<file path="config.mk">
export PLATFORM = sky130hd
export DESIGN_NAME = multiplier_array_seq_reconstruct_8
export DESIGN_NICKNAME = d
export VERILOG_FILES = /design/src/rtl/multiplier_reconstruct_pkg.sv /design/src/rtl/multiplier_array_seq_reconstruct_8_shift_add_step.sv /design/src/rtl/multiplier_array_seq_reconstruct_8.sv
export SDC_FILE = /design/constraint.sdc
export NUM_CORES = 1
export LEC_CHECK = 0
export ABC_AREA = 1
export CAP_MARGIN = 20
export CORE_MARGIN = 1.5
export CORE_UTILIZATION = 55
export CTS_BUF_LIST = sky130_fd_sc_hd__clkbuf_4
export DETAILED_ROUTE_END_ITERATION = 10
export PLACE_DENSITY_LB_ADDON = 0.08
export REMOVE_ABC_BUFFERS = 1
export SLEW_MARGIN = 20
export SYNTH_ARGS = -nofsm -noshare
export SYNTH_HDL_FRONTEND = slang
export SYNTH_HIERARCHICAL = 1
export SYNTH_SLANG_ARGS = --single-unit
</file>
<file path="constraint.sdc">
create_clock -name clk -period 5.35 [get_ports clk]
set_input_delay 1.07 -clock clk [delete_from_list [all_inputs] [get_ports clk]]
set_output_delay 1.07 -clock clk [all_outputs]
set_load 0.03 [all_outputs]
</file>
<file path="src/rtl/multiplier_reconstruct_pkg.sv">
// Shared definitions for the q*d + r reconstruction multiplier family.
// Optional feature macro used by the top level: MULT_EARLY_EXIT_EN.
package multiplier_reconstruct_pkg;

  localparam int unsigned W_DEF = 8;

  typedef enum logic [1:0] {
    IDLE = 2'd0,
    MUL  = 2'd1,
    DONE = 2'd2
  } state_t;

  // Number of bits needed to index `value` distinct positions
  function automatic int unsigned clog2(input int unsigned value);
    int unsigned res;
    res = 0;
    for (int unsigned p = 1; p < value; p = p << 1) begin
      res = res + 1;
    end
    return res;
  endfunction

endpackage

</file>
<file path="src/rtl/multiplier_array_seq_reconstruct_8_shift_add_step.sv">
// One shift-add multiplication step: conditionally adds the multiplicand
// into the accumulator. Purely combinational so it can be dropped into a
// pipelined variant unchanged.
module shift_add_step #(
  parameter int unsigned W = 8
) (
  input  logic [2*W-1:0] i_acc,
  input  logic [2*W-1:0] i_mcand,
  input  logic           i_mplier_lsb,
  output logic [2*W-1:0] o_acc_next
);

  // Add the multiplicand only when the current multiplier bit is set
  always_comb begin
    o_acc_next = i_acc;
    if (i_mplier_lsb) begin
      o_acc_next = i_acc + i_mcand;
    end
  end

endmodule

</file>
<file path="src/rtl/multiplier_array_seq_reconstruct_8.sv">
// Sequential shift-add multiplier rebuilding n = q*d + r from a divider's
// quotient/divisor/remainder. One multiplier bit retired per cycle with
// valid/ready handshakes on both sides.
// Optional macro MULT_EARLY_EXIT_EN: finish as soon as the remaining
// multiplier bits are all zero.
module multiplier_array_seq_reconstruct_8
  import multiplier_reconstruct_pkg::*;
#(
  parameter int unsigned W = W_DEF
) (
  input  logic           clk,
  input  logic           rst_n,
  input  logic           in_valid,
  output logic           in_ready,
  input  logic [W-1:0]   q,
  input  logic [W-1:0]   d,
  input  logic [W-1:0]   r,
  output logic           out_valid,
  input  logic           out_ready,
  output logic [2*W-1:0] n,
  output logic           busy
);

  localparam int unsigned     CNT_W    = (clog2(W) > 0) ? clog2(W) : 1;
  localparam logic [CNT_W-1:0] CNT_LAST = CNT_W'(W - 1);

  state_t           r_state;
  logic [2*W-1:0]   r_acc;
  logic [2*W-1:0]   r_mcand;
  logic [W-1:0]     r_mplier;
  logic [CNT_W-1:0] r_cnt;
  logic             r_in_ready;
  logic             r_out_valid;
  logic             r_busy;
  logic [2*W-1:0]   r_n;

  logic [2*W-1:0]   w_acc_next;
  logic             w_last;

  shift_add_step #(
    .W (W)
  ) u_step (
    .i_acc        (r_acc),
    .i_mcand      (r_mcand),
    .i_mplier_lsb (r_mplier[0]),
    .o_acc_next   (w_acc_next)
  );

`ifdef MULT_EARLY_EXIT_EN
  logic [W-1:0] w_mplier_shr;

  // Last step when the counter expires or no multiplier bits remain
  always_comb begin
    w_mplier_shr = r_mplier >> 1;
    w_last       = (r_cnt == CNT_LAST) || (w_mplier_shr == '0);
  end
`else
  // Last step after exactly W multiplier bits
  always_comb begin
    w_last = (r_cnt == CNT_LAST);
  end
`endif

  // Control FSM, datapath registers and registered handshake outputs
  always_ff @(posedge clk or negedge rst_n) begin
    if (!rst_n) begin
      r_state     <= IDLE;
      r_acc       <= '0;
      r_mcand     <= '0;
      r_mplier    <= '0;
      r_cnt       <= '0;
      r_in_ready  <= 1'b1;
      r_out_valid <= 1'b0;
      r_busy      <= 1'b0;
      r_n         <= '0;
    end else begin
      case (r_state)
        IDLE: begin
          if (in_valid && r_in_ready) begin
            r_acc      <= {{W{1'b0}}, r};
            r_mcand    <= {{W{1'b0}}, d};
            r_mplier   <= q;
            r_cnt      <= '0;
            r_in_ready <= 1'b0;
            r_busy     <= 1'b1;
            r_state    <= MUL;
          end
        end
        MUL: begin
          r_acc    <= w_acc_next;
          r_mcand  <= r_mcand << 1;
          r_mplier <= r_mplier >> 1;
          r_cnt    <= r_cnt + 1'b1;
          if (w_last) begin
            r_n         <= w_acc_next;
            r_out_valid <= 1'b1;
            r_state     <= DONE;
          end
        end
        DONE: begin
          // in_ready returns only after this edge, so no same-cycle re-accept
          if (r_out_valid && out_ready) begin
            r_out_valid <= 1'b0;
            r_busy      <= 1'b0;
            r_in_ready  <= 1'b1;
            r_state     <= IDLE;
          end
        end
        default: begin
          r_state <= IDLE;
        end
      endcase
    end
  end

  assign in_ready  = r_in_ready;
  assign out_valid = r_out_valid;
  assign n         = r_n;
  assign busy      = r_busy;

endmodule

</file>
# Word-level counts from Yosys, hierarchy flattened
# Index checks and enable logic that the tools add are counted.
# classes
add_sub_neg	2
n_eq_ne	6
mux	21
reduce_logical	11
# op_table
operator	n
case mux 16 bit (2 select lines)	2
2-to-1 mux 16 bit	3
adder 16 bit	1
case mux 8 bit (2 select lines)	1
AND reduction 3 bit	3
2-to-1 mux 8 bit	1
2-to-1 mux 2 bit	3
inequality test 2 bit, second input constant	3
case mux 1 bit (2 select lines)	3
case mux 2 bit (3 select lines)	1
case mux 3 bit (2 select lines)	1
nonzero test 2 bit	3
2-to-1 mux 1 bit	5
AND reduction 2 bit	2
adder 3 x 1 -> 3 bit, second input constant	1
== test 3 bit, second input constant	1
2-to-1 mux 3 bit	1
== test 2 x 1 -> 1 bit, second input constant	1
== test 2 bit, second input constant	1
logical AND 1 bit	2
logical NOT 2 bit	1
# word_totals
ff_bits	64
inputBits	28
output_inout_bits	19

# Depth between registers and ports, before layout
# depth
ltp_word	3
ltp_mapped	13

# By module
# Netlist, hierarchy kept.
# modules_own_cells
module	n_inst	cells_per_inst	area_each_um2	seq_area_each_um2
multiplier_array_seq_reconstruct_8	1	326	2925.3	1602.8
shift_add_step	1	221	1088.5	0.0

# Worst setup path after synthesis
# OpenSTA, ideal clock, no wires.
# synth_timing
path_kind	reg-to-reg
start	register r_acc[0]
end	register r_acc[6]
setup_ps	116
arrival_time_ps	1790
slack_ps	3444
stages_incl_launch_ff	14
path_buffers	0
synth_period_minus_slack_ps	1906
path_cell_list	dfrtp_1 -> ha_1 -> fa_1 -> nand2_1 -> nand2_1 -> nand3_1 -> nand2_1 -> or2_1 -> nand3_1 -> nand2_1 -> inv_1 -> o21ai_0 -> nand2_1 -> nand2_1
# synth_between
elab_chain_cells	3
# synth_rtl
element	line_no	text
start, declared	multiplier_array_seq_reconstruct_8.sv:28	logic [2*W-1:0] r_acc;
start signal, assigned	multiplier_array_seq_reconstruct_8.sv:80	r_acc <= {{W{1'b0}}, r};
start signal, assigned	multiplier_array_seq_reconstruct_8.sv:90	r_acc <= w_acc_next;
adder 16 bit	multiplier_array_seq_reconstruct_8_shift_add_step.sv:17	o_acc_next = i_acc + i_mcand;
2-to-1 mux 16 bit	multiplier_array_seq_reconstruct_8_shift_add_step.sv:16	if (i_mplier_lsb) begin
named net w_acc_next[6]	multiplier_array_seq_reconstruct_8.sv:37	logic [2*W-1:0] w_acc_next;
case mux 16 bit (2 select lines)	multiplier_array_seq_reconstruct_8.sv:77	case (r_state)
# The timed path passes the listed nets, and every way through them passes these cells.
# A chain may end at the register's enable or synchronous reset.

# Worst setup path in the final report
# layout_timing
start	register r_in_ready, in the netlist in_ready
end	output in_ready
# layout_rtl
element	line_no	text
start, declared	multiplier_array_seq_reconstruct_8.sv:32	logic r_in_ready;
start signal, assigned	multiplier_array_seq_reconstruct_8.sv:72	r_in_ready <= 1'b1;
start signal, assigned	multiplier_array_seq_reconstruct_8.sv:84	r_in_ready <= 1'b0;
start signal, assigned	multiplier_array_seq_reconstruct_8.sv:105	r_in_ready <= 1'b1;
end, declared	multiplier_array_seq_reconstruct_8.sv:14	output logic in_ready,
# No word-level cell between the ends.

==> metrics.md <==
| Metric | Value |
|---|---|
| Run status | `complete, no violations` |
| Yosys cell types | `33` |
| Antenna cells | `0` |
| CP Cell Sequence | `clkdlybuf4s50_1` |
| Pin count of the biggest net entering global routing | `52` |
| IO buf count | `46` |
| Post-route ant nets | `0` |
| End-of-flow core utilization | `66.3%` |
| Drt pass-1 iters | `5` |
| Final WL | `approximately 8.6 mm` |
| Number of setup buffers added after CTS | `0` |
| Primary FF master, synth | `dfrtp_1` |
| Synth Cell Area | `0.00401 mm2` |
| Die H | `slightly below 90 um` |
| Drt drc | `0` |
| Maxcap violations | `0` |
| Initial DRC count | `212` |
| EDFF count, synth | `0` |
| Initial Utilization | `58.1%` |
| CTS tree | `done` |
| Vias post-DR | `approximately 3,500` |
| Total I/O pin count | `47` |
| Worst path bufs/invs | `1` |
| Worst Setup Path Type | `flop to output port` |
| WP data required | `roughly 4300 ps` |
| Max transition margin | `38.2%` |
| WL met1 | `between 4 and 5 mm` |
| Final Cycle Share | `between 50% and 60%` |
| Worst Skew | `11.4 ps` |
| Worst EP arrival | `~1600 ps` |
| Max layer used | `met4` |
| Die ar. | `0.00782 mm2` |
| Min-Delay Path Class | `flop to flop` |
| Most common cell after layout, fill and taps aside | `nand2_1` |
| CTS clock-pin slew for the worst setup and hold paths | `roughly 120 ps` |
| Final setup viols | `0` |
| Max Slew Vio Count | `0` |
| Number of global-route vias before repair | `about 3,200` |
| Layout fillers | `just over 600` |
| Root Buffer | `clkbuf_4` |
| HPWL after DPL | `roughly 5.8 mm` |
| Setup crit start kind | `flop` |
| First-pass GRT wire length | `around 15 mm` |
| Final min period | `between 2000 and 3000 ps` |
| Fmax | `about 370 MHz` |
| Number of vias per cell | `roughly 5.0` |
| Actual slew at the worst max-slew pin | `approximately 920 ps` |
| Peak supply drop | `136 uV` |
| Grt ovf | `0` |
| Largest delay share family, worst path | `buffers and inverters` |
| WL met2 | `~4 mm` |
| Fraction of registers with async set/reset | `100%` |
| Share of cells above drive strength 1 | `a little under a tenth` |
| Leak | `about 0.0024 uW` |
| Most frequent cells in the layout | `nand2_1, dfrtp_1, inv_1` |
| Synth warn | `6` |
| Cts bufs inserted | `9` |
| Syn_area_per_cell | `7.34 um2` |
| Met3 Wirelength | `about 280 um` |
| Final Hold Fails | `0` |
| Slowest CP cell | `clkdlybuf4s50_1` |
| Post-CTS resize count | `0` |
| Die X | `about 88 um` |
| Final weighted congestion in routability-driven placement | `just over 0.9` |
| WL per Instance | `about 12 um` |
| CP peak stage delay | `approximately 670 ps` |
| FF+latch count, synth | `64` |
| Layout area overhead | `14.0%` |
| Post-synthesis sequential area ratio | `between 30% and 40%` |
| Max H-tree Level | `3` |
| Core area | `approximately 0.007 mm2` |
| Clock latency on the worst-skew pair | `410 ps` |
| Setup TNS | `0 ps` |
| Initial antenna violation count | `0` |
| Syn Inst Count | `approximately 550` |
| Longest Clk Path Bufs | `2` |
| Nets | `631` |
| RSZ-0062 raised after global routing | `no` |
| Power Density | `198 mW/mm2` |
| GRT Total Usage | `between 20 and 25%` |
| CTS Sinks | `64` |
| Rows | `30` |
| Critical Path Sink Type | `output port` |
| Post-CTS Hold Buffers | `0` |
| Crit-path max FO | `3` |
-- Yosys cell counts, types with 5 or more instances --
library cell,count,share of area (%)
nand2_1,226,21
dfrtp_1,63,39
inv_1,60,5.6
nand3_1,56,7.0
o21ai_0,24,3.0
ha_1,17,5.3
o21ai_2,16,3.5
nor2_1,13,1.2
a21oi_1,9,1.1
buf_6,8,2.2
buf_2,6,0.75
nand2_2,6,0.94
o22ai_1,6,0.94
inv_2,5,0.47
-- layout make-up --
class | instances | area, um2 | area share, %
clock buffers | 9 | 67.6 | 1.48
clock inverters | 7 | 95.1 | 2.08
inverters | 66 | 255 | 5.58
multi-input cells | 396 | 1970 | 42.9
flip-flops and latches | 64 | 1600 | 35.0
well taps | 96 | 120 | 2.62
repair buffers | 48 | 470 | 10.3
-- tightest hold or removal path, stage by stage (launching register included) --
cell,delay (ps)
dfstp_2,400
nand2_1,60
nand2_1,40
-- metrics by stage --
stage                     worst slack (ps)  std cells  hold WS, ps  total power (uW)  cell area, um2
after global routing                  2530        686          501               935            4580
after CTS                             2610        686          488               914            4580
after floorplan                       3230        526          450               500            3820
final                                 2640        686          486               906            4580
after global placement                2290        670          464               531            4410
after detailed placement              2240        670          466               531            4410
-- power breakdown --
part | switching (uW) | leakage, uW | total, uW | internal (uW)
Sequential | 0 | 0.000671 | 484 | 484
Clock | 195 | 0.0000863 | 385 | 190
Combinational | 16.3 | 0.00162 | 37.2 | 20.9
-- per-layer routing --
layer	GRT usage [%]	up-vias
li1	-	1800
met3	3.54	12
met4	9.52	0
met5	0	-
met2	39.5	64
met1	32.5	1585
-- cells by family (layout without fill, tap and decap cells) --
family	after synthesis	after routing	synth area share, %
fa+ha+maj	18	18	5.80
compound gates	58	58	8.92
buf+inv	87	130	11.1
flops	64	64	39.9
xor+xnor	3	3	0.655
simple gates	317	317	33.6
-- state kept, by name (all words and copies together) (netlist names) --
signal	cells
in_ready	1
n	16
r_cnt	3
busy	1
out_valid	1
r_mplier	8
r_state	2
r_acc	16
r_mcand	16
-- final timing paths --
check | slack, ps | cells after the start | startpoint | end
min in group asynchronous | 600 | 1 | rst_n | r_mcand[5]
setup reg to reg | 3050 | 6 | r_state[1] | r_mplier[2]
max in group asynchronous | 3820 | 2 | rst_n | r_mplier[1]
hold reg to reg | 490 | 2 | in_ready | in_ready
hold / removal | 490 | 2 | in_ready | in_ready
setup / recovery | 2640 | 1 | in_ready | in_ready
Note: power is estimated with default switching activity, not from simulation.
